### src/rtl/fpu_issue_pkg.sv
// Shared types and constants for the FPU issue controller and its request queue.
package fpu_issue_pkg;

    localparam int DATA_W          = 32;
    localparam int OPCODE_W        = 6;
    localparam int DEFAULT_LATENCY = 2;

    typedef enum logic [1:0] {
        ST_IDLE,
        ST_ISSUE,
        ST_WAIT,
        ST_HOLD
    } issue_state_e;

    typedef struct packed {
        logic [DATA_W-1:0]   op_a;
        logic [DATA_W-1:0]   op_b;
        logic [OPCODE_W-1:0] opcode;
    } fpu_req_t;

endpackage

### src/rtl/fpu_req_fifo.sv
// Request queue: circular buffer with wrapping pointers and an occupancy count.
module fpu_req_fifo
    import fpu_issue_pkg::*;
#(
    parameter int DEPTH = 4,
    parameter int WIDTH = $bits(fpu_req_t)
) (
    input  logic             Clk,
    input  logic             Reset,
    input  logic             flush_i,
    input  logic             push_i,
    input  logic [WIDTH-1:0] wdata_i,
    input  logic             pop_i,
    output logic [WIDTH-1:0] rdata_o,
    output logic             full_o,
    output logic             empty_o
);

    localparam int PTR_W = $clog2(DEPTH);
    localparam int CNT_W = $clog2(DEPTH + 1);

    logic [WIDTH-1:0] mem_q [DEPTH];
    logic [PTR_W-1:0] wr_ptr_q, wr_ptr_d;
    logic [PTR_W-1:0] rd_ptr_q, rd_ptr_d;
    logic [CNT_W-1:0] count_q, count_d;
    logic             push_ok;
    logic             pop_ok;

    assign full_o  = (count_q == CNT_W'(DEPTH));
    assign empty_o = (count_q == '0);
    assign rdata_o = mem_q[rd_ptr_q];
    assign push_ok = push_i && !full_o && !flush_i;
    assign pop_ok  = pop_i && !empty_o && !flush_i;

    // DEPTH is a power of two, so the pointers wrap by natural overflow.
    always_comb begin
        wr_ptr_d = wr_ptr_q;
        rd_ptr_d = rd_ptr_q;
        count_d  = count_q;
        if (flush_i) begin
            wr_ptr_d = '0;
            rd_ptr_d = '0;
            count_d  = '0;
        end else begin
            if (push_ok) begin
                wr_ptr_d = wr_ptr_q + PTR_W'(1);
            end
            if (pop_ok) begin
                rd_ptr_d = rd_ptr_q + PTR_W'(1);
            end
            if (push_ok && !pop_ok) begin
                count_d = count_q + CNT_W'(1);
            end else if (pop_ok && !push_ok) begin
                count_d = count_q - CNT_W'(1);
            end
        end
    end

    always_ff @(posedge Clk or negedge Reset) begin
        if (!Reset) begin
            wr_ptr_q <= '0;
            rd_ptr_q <= '0;
            count_q  <= '0;
        end else begin
            wr_ptr_q <= wr_ptr_d;
            rd_ptr_q <= rd_ptr_d;
            count_q  <= count_d;
        end
    end

    always_ff @(posedge Clk) begin
        if (push_ok) begin
            mem_q[wr_ptr_q] <= wdata_i;
        end
    end

endmodule

### src/rtl/fpu_issue_ctrl.sv
// Queues FPU requests and issues them one at a time, holding each result
// until downstream accepts it; flags a sticky error if the FPU never answers.
module fpu_issue_ctrl
    import fpu_issue_pkg::*;
#(
    parameter int DEPTH   = 4,
    parameter int LATENCY = DEFAULT_LATENCY
) (
    input  logic                Clk,
    input  logic                Reset,
    input  logic                req_valid_i,
    output logic                req_ready_o,
    input  logic [DATA_W-1:0]   req_op_a_i,
    input  logic [DATA_W-1:0]   req_op_b_i,
    input  logic [OPCODE_W-1:0] req_opcode_i,
    output logic                fpu_enable_o,
    output logic [DATA_W-1:0]   fpu_op_a_o,
    output logic [DATA_W-1:0]   fpu_op_b_o,
    output logic [OPCODE_W-1:0] fpu_opcode_o,
    input  logic [DATA_W-1:0]   fpu_result_i,
    input  logic                fpu_valid_i,
    output logic                rsp_valid_o,
    input  logic                rsp_ready_i,
    output logic [DATA_W-1:0]   rsp_result_o,
    input  logic                flush_i,
    output logic                err_o
);

    localparam int TIMEOUT = 4 * LATENCY;
    localparam int CNT_W   = $clog2(TIMEOUT + 1);

    issue_state_e      state_q, state_d;
    logic [CNT_W-1:0]  wait_cnt_q, wait_cnt_d;
    logic              err_q, err_d;
    logic [DATA_W-1:0] rsp_result_q, rsp_result_d;
    fpu_req_t          fpu_req_q, fpu_req_d;

    fpu_req_t          head;
    fpu_req_t          req_in;
    logic              q_full;
    logic              q_empty;
    logic              q_push;
    logic              q_pop;

    assign req_in      = '{op_a: req_op_a_i, op_b: req_op_b_i, opcode: req_opcode_i};
    assign req_ready_o = !q_full;
    assign q_push      = req_valid_i && !q_full && !flush_i;

    fpu_req_fifo #(
        .DEPTH (DEPTH),
        .WIDTH ($bits(fpu_req_t))
    ) u_req_fifo (
        .Clk     (Clk),
        .Reset   (Reset),
        .flush_i (flush_i),
        .push_i  (q_push),
        .wdata_i (req_in),
        .pop_i   (q_pop),
        .rdata_o (head),
        .full_o  (q_full),
        .empty_o (q_empty)
    );

    // Flush overrides every state; fpu_valid_i only matters while waiting.
    always_comb begin
        state_d      = state_q;
        wait_cnt_d   = wait_cnt_q;
        err_d        = err_q;
        rsp_result_d = rsp_result_q;
        fpu_req_d    = fpu_req_q;
        q_pop        = 1'b0;
        if (flush_i) begin
            state_d    = ST_IDLE;
            wait_cnt_d = '0;
            err_d      = 1'b0;
        end else begin
            case (state_q)
                ST_IDLE: begin
                    if (!q_empty) begin
                        q_pop     = 1'b1;
                        fpu_req_d = head;
                        state_d   = ST_ISSUE;
                    end
                end
                ST_ISSUE: begin
                    wait_cnt_d = '0;
                    state_d    = ST_WAIT;
                end
                ST_WAIT: begin
                    wait_cnt_d = wait_cnt_q + CNT_W'(1);
                    if (fpu_valid_i) begin
                        rsp_result_d = fpu_result_i;
                        state_d      = ST_HOLD;
                    end else if (wait_cnt_d == CNT_W'(TIMEOUT)) begin
                        err_d   = 1'b1;
                        state_d = ST_IDLE;
                    end
                end
                ST_HOLD: begin
                    if (rsp_ready_i) begin
                        state_d = ST_IDLE;
                    end
                end
                default: state_d = ST_IDLE;
            endcase
        end
    end

    always_ff @(posedge Clk or negedge Reset) begin
        if (!Reset) begin
            state_q      <= ST_IDLE;
            wait_cnt_q   <= '0;
            err_q        <= 1'b0;
            rsp_result_q <= '0;
            fpu_req_q    <= '0;
        end else begin
            state_q      <= state_d;
            wait_cnt_q   <= wait_cnt_d;
            err_q        <= err_d;
            rsp_result_q <= rsp_result_d;
            fpu_req_q    <= fpu_req_d;
        end
    end

    assign fpu_enable_o = (state_q == ST_ISSUE);
    assign rsp_valid_o  = (state_q == ST_HOLD);
    assign rsp_result_o = rsp_result_q;
    assign err_o        = err_q;
    assign fpu_op_a_o   = fpu_req_q.op_a;
    assign fpu_op_b_o   = fpu_req_q.op_b;
    assign fpu_opcode_o = fpu_req_q.opcode;

endmodule

### config.mk
export PLATFORM = sky130hd
export DESIGN_NAME = fpu_issue_ctrl
export DESIGN_NICKNAME = d
export VERILOG_FILES = /design/src/rtl/fpu_issue_pkg.sv /design/src/rtl/fpu_req_fifo.sv /design/src/rtl/fpu_issue_ctrl.sv
export SDC_FILE = /design/constraint.sdc
export NUM_CORES = 1
export LEC_CHECK = 0
export BUFFER_PORTS_ARGS = -buffer_cell sky130_fd_sc_hd__buf_2
export CORE_UTILIZATION = 50
export CTS_BUF_LIST = sky130_fd_sc_hd__clkbuf_8
export CTS_CLUSTER_DIAMETER = 50
export DETAILED_ROUTE_END_ITERATION = 10
export MAX_ROUTING_LAYER = met4
export PLACE_DENSITY = 0.71
export SLEW_MARGIN = 10
export SYNTH_ARGS = -nofsm -noshare
export SYNTH_HDL_FRONTEND = slang
export SYNTH_SLANG_ARGS = --single-unit
### constraint.sdc
create_clock -name Clk -period 7.7 [get_ports Clk]
set_clock_uncertainty 0.15 [all_clocks]
set_input_delay 0.77 -clock Clk [delete_from_list [all_inputs] [get_ports Clk]]
set_output_delay 0.77 -clock Clk [all_outputs]
set_load 0.1 [all_outputs]
==> results by group, run 1 <==
Outcome
  • Outcome: completed

Clocking
  • Clk pin slew, worst setup/hold paths: 0.06 ns
  • Num CTS Buffers: 66
  • CTS tree: done
  • Post-cts resize count: 0
  • Later-pin clock latency in the skew report: 0.56 ns
  • H-tree depth: 3
  • CTS hold repair buffers: 0
  • Post-CTS setup buffers: 0
  • Root buf cell: clkbuf_8
  • Clk sinks: 396
  • CTS max path bufs: 3

Die
  • Die Width: 175 µm
  • Die H: 175 µm
  • Die ar.: 30800 µm²
  • Core area: 29600 µm²
  • IO Count: 214
  • Initial Utilization: 0.507
  • Row cnt: 63

Synthesis
  • Synthesized flop and latch total: 396
  • Synth Flop Type: edfxtp_1
  • Distinct cells, synth: 46
  • Ys async rst share: 0.293
  • Warnings from Yosys: 0
  • Post-synth EDFFs: 280
  • Mapped Cells: 693
  • Synthesized area: 15000 µm²
  • Post-synthesis area per instance: 21.7 µm²
  • Syn nets: 807
  • Register area share after synthesis: 0.752

Placed design
  • Hpwl dp: 15800 µm
  • PortBufs: 213
  • Routability cong.: 0.772

Critical path
  • Worst setup SP type: register
  • Worst Path Max Fanout: 49
  • Delay-heaviest family, CP: simple AND/OR/NAND/NOR gates
  • Reg-to-reg slack, setup: 4.69 ns
  • Critical Path Sink Type: register
  • Worst R2R End: u_req_fifo.count_q[1]
  • Crit path DAT: 3.30 ns
  • Reg2Reg Depth: 5
  • Cell Chain, Critical Path: nor3_1 > or4_4 > buf_4 > a2111oi_0 > a311o_1
  • Worst path max stage delay: 0.79 ns
  • Crit path launch: u_req_fifo.count_q[1]
  • Crit Path Class: reg2reg
  • Critical path buffers and inverters: 1
  • Critical path's slowest cell: buf_4
  • WP data required: 8.00 ns
  • Reg-to-Reg Start: u_req_fifo.count_q[1]

Routing
  • Routed WL per cell: 19.9 µm
  • DR WL met2: 13400 µm
  • Met3 Wirelength: 2020 µm
  • Uppermost layer routed: met4
  • Met1 Wirelength: 11700 µm
  • TritonRoute pass-1 iters: 6
  • DRT Wirelength: 27700 µm
  • DRC violation total after the first TritonRoute iteration: 407
  • Vias after detailed routing: 7313
  • DRC: 0
  • Post-DRT Antenna Nets: 0
  • Post-DR vias/cell: 5.24

STA
  • Max transition margin: 0.392
  • Final critical-path required period: 3.01 ns
  • Max-slew violations: 0
  • Final Hold Viols: 0
  • Fin crit share: 0.390
  • Post-Route Setup TNS: 0 ns
  • Setup-failing EPs final: 0
  • Worst-Margin Slew: 0.912 ns
  • RSZ-0062 raised after global routing: no
  • Fmax: 333 MHz

Global routing
  • Initial antenna violation count: 4
  • First-pass GRT wire length: 42700 µm
  • Aggregate global routing overflow: 0
  • Largest net degree at the start of global routing: 64
  • Vias in the first global route: 7754
  • Gr usage total: 0.189

Finish
  • Commonest non-fill, non-tap cells in the layout: 280 x edfxtp_1, 212 x buf_2, 114 x dfrtp_1
  • Leading cell type in the layout, fill and taps excluded: edfxtp_1
  • Share of layout cells above drive strength 1: 0.498
  • Synth-to-layout area growth: 18.6%
  • Nets@finish: 1062
  • Layout Utilization: 0.602
  • Fill count: 2201

Job
  • Max_cap viols: 0

Worst hold path
  • HP Class: in2async
[state kept, by name, summed over array words and instances (netlist names)]
register / count
u_req_fifo.mem_q: 280
fpu_op_a_o: 32
fpu_op_b_o: 32
rsp_result_o: 32
fpu_opcode_o: 6
wait_cnt_q: 4
u_req_fifo.count_q: 3
state_q: 2
u_req_fifo.rd_ptr_q: 2
u_req_fifo.wr_ptr_q: 2
err_o: 1
[cell families after synthesis]
kind of cell / count (synthesis) / share of synthesized area
buf+inv: 42 / 0.0161
fa+ha+maj: 6 / 0.00549
simple gates: 47 / 0.0167
flops: 396 / 0.752
xor+xnor: 3 / 0.00175
compound gates: 26 / 0.0118
mux: 173 / 0.196
[metrics by stage]
| stage | cell area [µm²] | worst slack (ns) | instances | hold slack (ns) |
|---|---|---|---|---|
| 2_1_floorplan | 15000 | 3.47 | 693 | 0.324 |
| 3_3_place_gp | 16500 | 4.32 | 1270 | 0.312 |
| 3_5_place_dp | 16500 | 4.29 | 1270 | 0.320 |
| 4_1_cts | 17800 | 4.67 | 1391 | 0.0311 |
| 5_1_grt | 17800 | 4.51 | 1395 | 0.0538 |
| 6_report | 17800 | 4.69 | 1395 | 0.0486 |
[worst max-delay path by stage]
stage                             endpoint  slack [ns]  cells after the start
floorplan           u_req_fifo.mem_q[0][0]        3.47                      5
global placement     u_req_fifo.count_q[1]        4.32                      6
detailed placement   u_req_fifo.count_q[1]        4.29                      6
CTS                  u_req_fifo.count_q[1]        4.67                      5
global route         u_req_fifo.count_q[1]        4.51                      5
finish               u_req_fifo.count_q[1]        4.69                      5
[worst register-to-register path: cells and delay by family, from the launching register on]
| kind | cells | cell delay [ns] |
|---|---|---|
| AND/OR/NAND/NOR | 2 | 0.88 |
| AO/OA/AOI/OAI | 2 | 0.59 |
| flip-flops | 1 | 0.45 |
| buffers and inverters | 1 | 0.82 |
[layer usage]
metal  global-route usage  up-vias
met4               0.0649        0
met3               0.0543       53
met1                0.233     3713
li1                     -     3290
met5                    -        -
met2                0.302      257
[synthesized netlist by cell type, types with 2 or more instances]
cell,count,share of area
nor2b_1,3,0.0012
dfrtp_1,116,0.19
edfxtp_1,280,0.56
o22ai_1,2,0.00083
nand3_1,2,0.00067
o21ai_0,4,0.0013
mux2_2,44,0.033
nor2_1,12,0.0030
a31oi_1,2,0.00083
a211oi_1,2,0.0010
and2_1,6,0.0025
nand2b_1,3,0.0012
buf_4,3,0.0015
clkbuf_1,14,0.0035
nand2_1,8,0.0020
mux4_2,70,0.10
mux2_4,57,0.057
buf_6,8,0.0060
ha_1,5,0.0042
buf_2,10,0.0033
nor3_1,4,0.0013
xnor2_1,3,0.0017
a21oi_1,6,0.0020
inv_1,7,0.0017
[area by class of cell]
class | count | area (µm²) | area share
inverters | 7 | 26.3 | 0.00147
flip-flops and latches | 396 | 11300 | 0.634
clock inverters | 42 | 275 | 0.0154
repair buffers | 222 | 1140 | 0.0639
diodes | 4 | 10.0 | 0.000561
multi-input cells | 255 | 3500 | 0.196
well taps | 390 | 488 | 0.0273
clock buffers | 79 | 1090 | 0.0609
Power of run 1 is not shown: default switching activity piles up to over one toggle a cycle in this logic, so the estimate is an artifact.
==> run 2, diff against run 1 <==
==> constraint.sdc (replaced) <==
create_clock -name Clk -period 3 [get_ports Clk]
set_clock_uncertainty 0.15 [all_clocks]
set_input_delay 0.3 -clock Clk [delete_from_list [all_inputs] [get_ports Clk]]
set_output_delay 0.3 -clock Clk [all_outputs]
set_load 0.1 [all_outputs]
==> results by group, run 2 (synthesis gave the netlist of run 1 again) <==
Critical path
  • Reg-to-reg slack, setup: 0.35 ns (-4.34 ns)
  • Crit Path Class: reg2reg
  • WP data required: 3.37 ns (-4.63 ns)
  • Worst Path Max Fanout: 7 (-86%)
  • Worst R2R End: u_req_fifo.count_q[1]
  • Reg-to-Reg Start: u_req_fifo.count_q[1]
  • Worst setup SP type: register
  • Crit path DAT: 3.02 ns (-0.28 ns)
  • Reg2Reg Depth: 7 (+2)
  • Critical Path Sink Type: register

STA
  • Max transition margin: 0.532 (+0.140)
  • Fin crit share: 0.882 (+0.491)
  • Post-Route Setup TNS: 0 ns (unchanged)
  • Worst-Margin Slew: 0.702 ns (-0.210 ns)
  • Setup-failing EPs final: 0 (unchanged)
  • Fmax: 378 MHz (+14%)
  • Max-slew violations: 0 (unchanged)
  • Final Hold Viols: 0 (unchanged)
  • Final critical-path required period: 2.65 ns (-0.361 ns)
  • RSZ-0062 raised after global routing: no

Finish
  • Synth-to-layout area growth: 26.2%
  • Nets@finish: 1179 (+11%)
  • Leading cell type in the layout, fill and taps excluded: edfxtp_1
  • ANT cells: 0 (-4)
  • Commonest non-fill, non-tap cells in the layout: 280 x edfxtp_1, 212 x buf_2, 114 x dfrtp_1
  • Layout Utilization: 0.641 (+0.0386)
  • Most flops, register: u_req_fifo.mem_q
  • Share of layout cells above drive strength 1: 0.440 (-0.0570)
  • Largest register FFs: 280 (unchanged)

Routing
  • TritonRoute pass-1 iters: 5 (-1)
  • Routed WL per cell: 19.2 µm (-3.5%)
  • Vias after detailed routing: 7816 (+6.9%)
  • DRT Wirelength: 28900 µm (+4.2%)
  • DRC violation total after the first TritonRoute iteration: 322 (-21%)
  • DRC: 0 (unchanged)
  • Post-DR vias/cell: 5.19 (-1.1%)
  • Post-DRT Antenna Nets: 0 (unchanged)

Placed design
  • PortBufs: 213 (unchanged)
  • Hpwl dp: 16200 µm (+2.6%)
  • Routability cong.: 0.776 (+0.62%)

Die
  • Initial Utilization: 0.507 (unchanged)
  • Die Width: 175 µm (unchanged)
  • Die ar.: 30800 µm² (unchanged)
  • IO Count: 214 (unchanged)
  • Die H: 175 µm (unchanged)
  • Core area: 29600 µm² (unchanged)
  • Row cnt: 63 (unchanged)

Clocking
  • Later-pin clock latency in the skew report: 0.58 ns (+0.02 ns)
  • CTS max path bufs: 3 (unchanged)
  • H-tree depth: 2 (-1)
  • Clk sinks: 396 (unchanged)
  • Root buf cell: clkbuf_8
  • Clk pin slew, worst setup/hold paths: 0.06 ns (about the same)
  • Num CTS Buffers: 61 (-7.6%)
  • CTS tree: done

Job
  • Max_cap viols: 0 (unchanged)

Outcome
  • Outcome: completed

Global routing
  • Initial antenna violation count: 0 (-4)
  • Vias in the first global route: 8408 (+8.4%)
  • Gr usage total: 0.198 (+0.00832)
  • Aggregate global routing overflow: 0 (unchanged)
  • Largest net degree at the start of global routing: 75 (+17%)
  • First-pass GRT wire length: 45000 µm (+5.2%)

Worst hold path
  • HP Class: in2async
run 2: worst max-delay path by stage:
stage,start,end,slack (ns),cells after the start
3_3_place_gp,u_req_fifo.count_q[1],u_req_fifo.count_q[1],0.43,7
3_5_place_dp,u_req_fifo.count_q[1],u_req_fifo.count_q[1],0.38,7
5_1_grt,u_req_fifo.count_q[1],u_req_fifo.count_q[1],0.22,7
2_1_floorplan,u_req_fifo.count_q[1],u_req_fifo.count_q[1],0.03,8
6_report,u_req_fifo.count_q[1],u_req_fifo.count_q[1],0.35,7
4_1_cts,u_req_fifo.count_q[1],u_req_fifo.count_q[1],0.37,7
run 2: stage by stage:
stage | worst slack [ns] | instance area [µm²] | hold WS, ns | std cells
final | 0.355 | 19000 | 0.144 | 1507
after global routing | 0.219 | 19000 | 0.167 | 1507
after CTS | 0.366 | 19000 | 0.146 | 1507
after detailed placement | 0.381 | 16700 | 0.241 | 1282
after global placement | 0.426 | 16700 | 0.247 | 1282
after floorplan | 0.0274 | 15100 | -0.146 | 693
run 2: final cells by class:
type | count | area (µm²)
clock buffers | 68 | 936
clock inverters | 47 | 244
fillers | 2086 | 10700
inverters | 7 | 26.3
multi-input cells | 255 | 3500
flip-flops and latches | 396 | 11300
well taps | 390 | 488
repair buffers | 344 | 2480
run 2: routing by layer:
metal / vias up / wire [µm] / share of wire / track usage
met5: - / 0 / 0 / -
met4: 0 / 606 / 0.021 / 0.0569
li1: 3529 / - / - / -
met3: 55 / 1700 / 0.059 / 0.0446
met1: 3981 / 12400 / 0.43 / 0.247
met2: 251 / 14200 / 0.49 / 0.325
run 2: worst max-delay path: stages (launching register included):
cell and delay (ns):
dfrtp_1 0.44, or3b_2 0.55, nand2_1 0.15, nor2_1 0.10
and2_1 0.17, fa_1 0.49, a2111oi_0 0.36, a311o_1 0.17
run 2: what timing repair did:
action / 4_1_cts / 5_1_grt
hold buffers: 110 / 0
setup buffers: 0 / 0
endpoints found under the hold margin: 375 / 0
gates resized for setup: 0 / 0
Power of run 2 is left out for the same reason.
==> run 3, diff against run 2 <==
--- a/config.mk
+++ b/config.mk
@@ -5,13 +5,13 @@
 export SDC_FILE = /design/constraint.sdc
 export NUM_CORES = 1
 export LEC_CHECK = 0
-export BUFFER_PORTS_ARGS = -buffer_cell sky130_fd_sc_hd__buf_2
+export BUFFER_PORTS_ARGS = -buffer_cell sky130_fd_sc_hd__buf_4
 export CORE_UTILIZATION = 50
 export CTS_BUF_LIST = sky130_fd_sc_hd__clkbuf_8
 export CTS_CLUSTER_DIAMETER = 50
 export DETAILED_ROUTE_END_ITERATION = 10
 export MAX_ROUTING_LAYER = met4
-export PLACE_DENSITY = 0.71
+export PLACE_DENSITY = 0.68
 export SLEW_MARGIN = 10
 export SYNTH_ARGS = -nofsm -noshare
 export SYNTH_HDL_FRONTEND = slang
==> results by group, run 3 (synthesis gave the netlist of run 1 again) <==
STA
  • Worst-Margin Slew: 0.655 ns (-0.0473 ns)
  • Fin crit share: 0.881 (about the same)
  • RSZ-0062 raised after global routing: no
  • Final critical-path required period: 2.64 ns (-0.00106 ns)
  • Max-slew violations: 0 (unchanged)
  • Setup-failing EPs final: 0 (unchanged)
  • Max transition margin: 0.564 (+0.0315)
  • Fmax: 378 MHz (about the same)
  • Final Hold Viols: 0 (unchanged)
  • Post-Route Setup TNS: 0 ns (unchanged)

Clocking
  • CTS tree: done
  • CTS max path bufs: 3 (unchanged)
  • Clk sinks: 396 (unchanged)
  • Root buf cell: clkbuf_8
  • Num CTS Buffers: 61 (unchanged)
  • Clk pin slew, worst setup/hold paths: 0.06 ns (about the same)
  • Post-CTS setup buffers: 0 (unchanged)
  • Later-pin clock latency in the skew report: 0.59 ns (about the same)
  • H-tree depth: 2 (unchanged)

Critical path
  • Crit Path Class: reg2reg
  • Reg2Reg Depth: 7 (unchanged)
  • Critical Path Sink Type: register
  • Reg-to-Reg Start: u_req_fifo.count_q[1]
  • Worst R2R End: u_req_fifo.count_q[1]
  • Crit path DAT: 3.02 ns (about the same)
  • Worst Path Max Fanout: 7 (unchanged)
  • Worst setup SP type: register
  • WP data required: 3.37 ns (about the same)
  • Reg-to-reg slack, setup: 0.36 ns (about the same)

Placed design
  • Routability cong.: 0.743 (-4.4%)
  • PortBufs: 213 (unchanged)
  • Hpwl dp: 17000 µm (+5.1%)

Global routing
  • M3 GR Usage: 0.0446 (unchanged)
  • First-pass GRT wire length: 46400 µm (+3.1%)
  • Initial antenna violation count: 1 (+1)
  • GRT Max-Usage Layer: met2
  • Aggregate global routing overflow: 0 (unchanged)
  • Met2 usage: 0.335 (+0.00942)
  • Vias in the first global route: 8414 (+0.071%)
  • Largest net degree at the start of global routing: 75 (unchanged)
  • Routing usage on met1: 0.258 (+0.0108)
  • Gr usage total: 0.203 (+0.00513)

Routing
  • Routed WL per cell: 19.6 µm (+2.2%)
  • DRT Wirelength: 29500 µm (+2.2%)
  • DRC: 0 (unchanged)
  • Post-DR vias/cell: 5.13 (-1.1%)
  • DRC violation total after the first TritonRoute iteration: 447 (+39%)
  • TritonRoute pass-1 iters: 4 (-1)
  • Post-DRT Antenna Nets: 0 (unchanged)
  • Vias after detailed routing: 7728 (-1.1%)

Die
  • Die Width: 175 µm (unchanged)
  • Core area: 29600 µm² (unchanged)
  • Initial Utilization: 0.507 (unchanged)
  • Die H: 175 µm (unchanged)
  • Die ar.: 30800 µm² (unchanged)
  • Row cnt: 63 (unchanged)
  • IO Count: 214 (unchanged)

Finish
  • Commonest non-fill, non-tap cells in the layout: 280 x edfxtp_1, 221 x buf_4, 114 x dfrtp_1
  • Fill count: 1987 (-4.7%)
  • Largest register FFs: 280 (unchanged)
  • Share of layout cells above drive strength 1: 0.444 (+0.00308)
  • Most flops, register: u_req_fifo.mem_q
  • Nets@finish: 1178 (-0.085%)
  • Synth-to-layout area growth: 30.0%
  • Layout Utilization: 0.660 (+0.0191)
  • Leading cell type in the layout, fill and taps excluded: edfxtp_1

Worst hold path
  • HP Class: in2async

Outcome
  • Outcome: completed

Job
  • Max_cap viols: 0 (unchanged)
## run 3: changes by cell type in the layout (fill, tap and decap cells not counted), sizes merged
cell         delta
buf             +1
bufinv          -1
clkbuf          +5
clkinv         -16
clkinvlp        -1
diode           +1
dlygate4sd3     -2
inv            +13
## run 3: how the worst max path moves through the flow
stage	start	end	slack (ns)	depth (start not counted)
floorplan	u_req_fifo.count_q[1]	u_req_fifo.count_q[1]	0.03	8
global placement	u_req_fifo.count_q[1]	u_req_fifo.count_q[1]	0.44	7
detailed placement	u_req_fifo.count_q[1]	u_req_fifo.count_q[1]	0.37	7
CTS	u_req_fifo.count_q[1]	u_req_fifo.count_q[1]	0.36	7
global route	u_req_fifo.count_q[2]	u_req_fifo.count_q[1]	0.15	7
finish	u_req_fifo.count_q[1]	u_req_fifo.count_q[1]	0.36	7
## run 3: what timing repair did
action	4_1_cts	5_1_grt
endpoints found under the hold margin	380	0
setup endpoints to repair	0	0
resized for setup	0	0
hold buffers	108	0
## run 3: per-stage QoR
stage / cells / hold slack (ns) / area [µm²] / setup slack, ns
floorplan: 693 / -0.146 / 15100 / 0.0274
global placement: 1283 / 0.185 / 17300 / 0.437
global route: 1507 / 0.154 / 19600 / 0.147
CTS: 1506 / 0.109 / 19600 / 0.358
detailed placement: 1283 / 0.191 / 17300 / 0.365
finish: 1507 / 0.124 / 19600 / 0.356
## run 3: worst max-delay path, stage by stage (launching register included)
cell	delay, ns
dfrtp_1	0.43
or3b_2	0.54
nand2_1	0.15
nor2_1	0.11
and2_1	0.18
fa_1	0.49
a2111oi_0	0.36
a311o_1	0.17
## run 3: cell type report
type,count,area [µm²],share of cell area
clock buffer,73,1000,0.0514
antenna,1,2.50,0.000128
sequential,396,11300,0.579
multi-input combinational,255,3500,0.179
inverter,7,26.3,0.00134
tap,390,488,0.0250
clock inverter,42,204,0.0104
timing repair buffer,343,3010,0.154
## run 3: routing by layer
layer,vias up,wire [µm],part of all wire
met5,-,0,0
met1,3926,12800,0.43
li1,3519,-,-
met3,47,1690,0.057
met2,236,14600,0.49
met4,0,438,0.015
Power of run 3 is left out for the same reason.
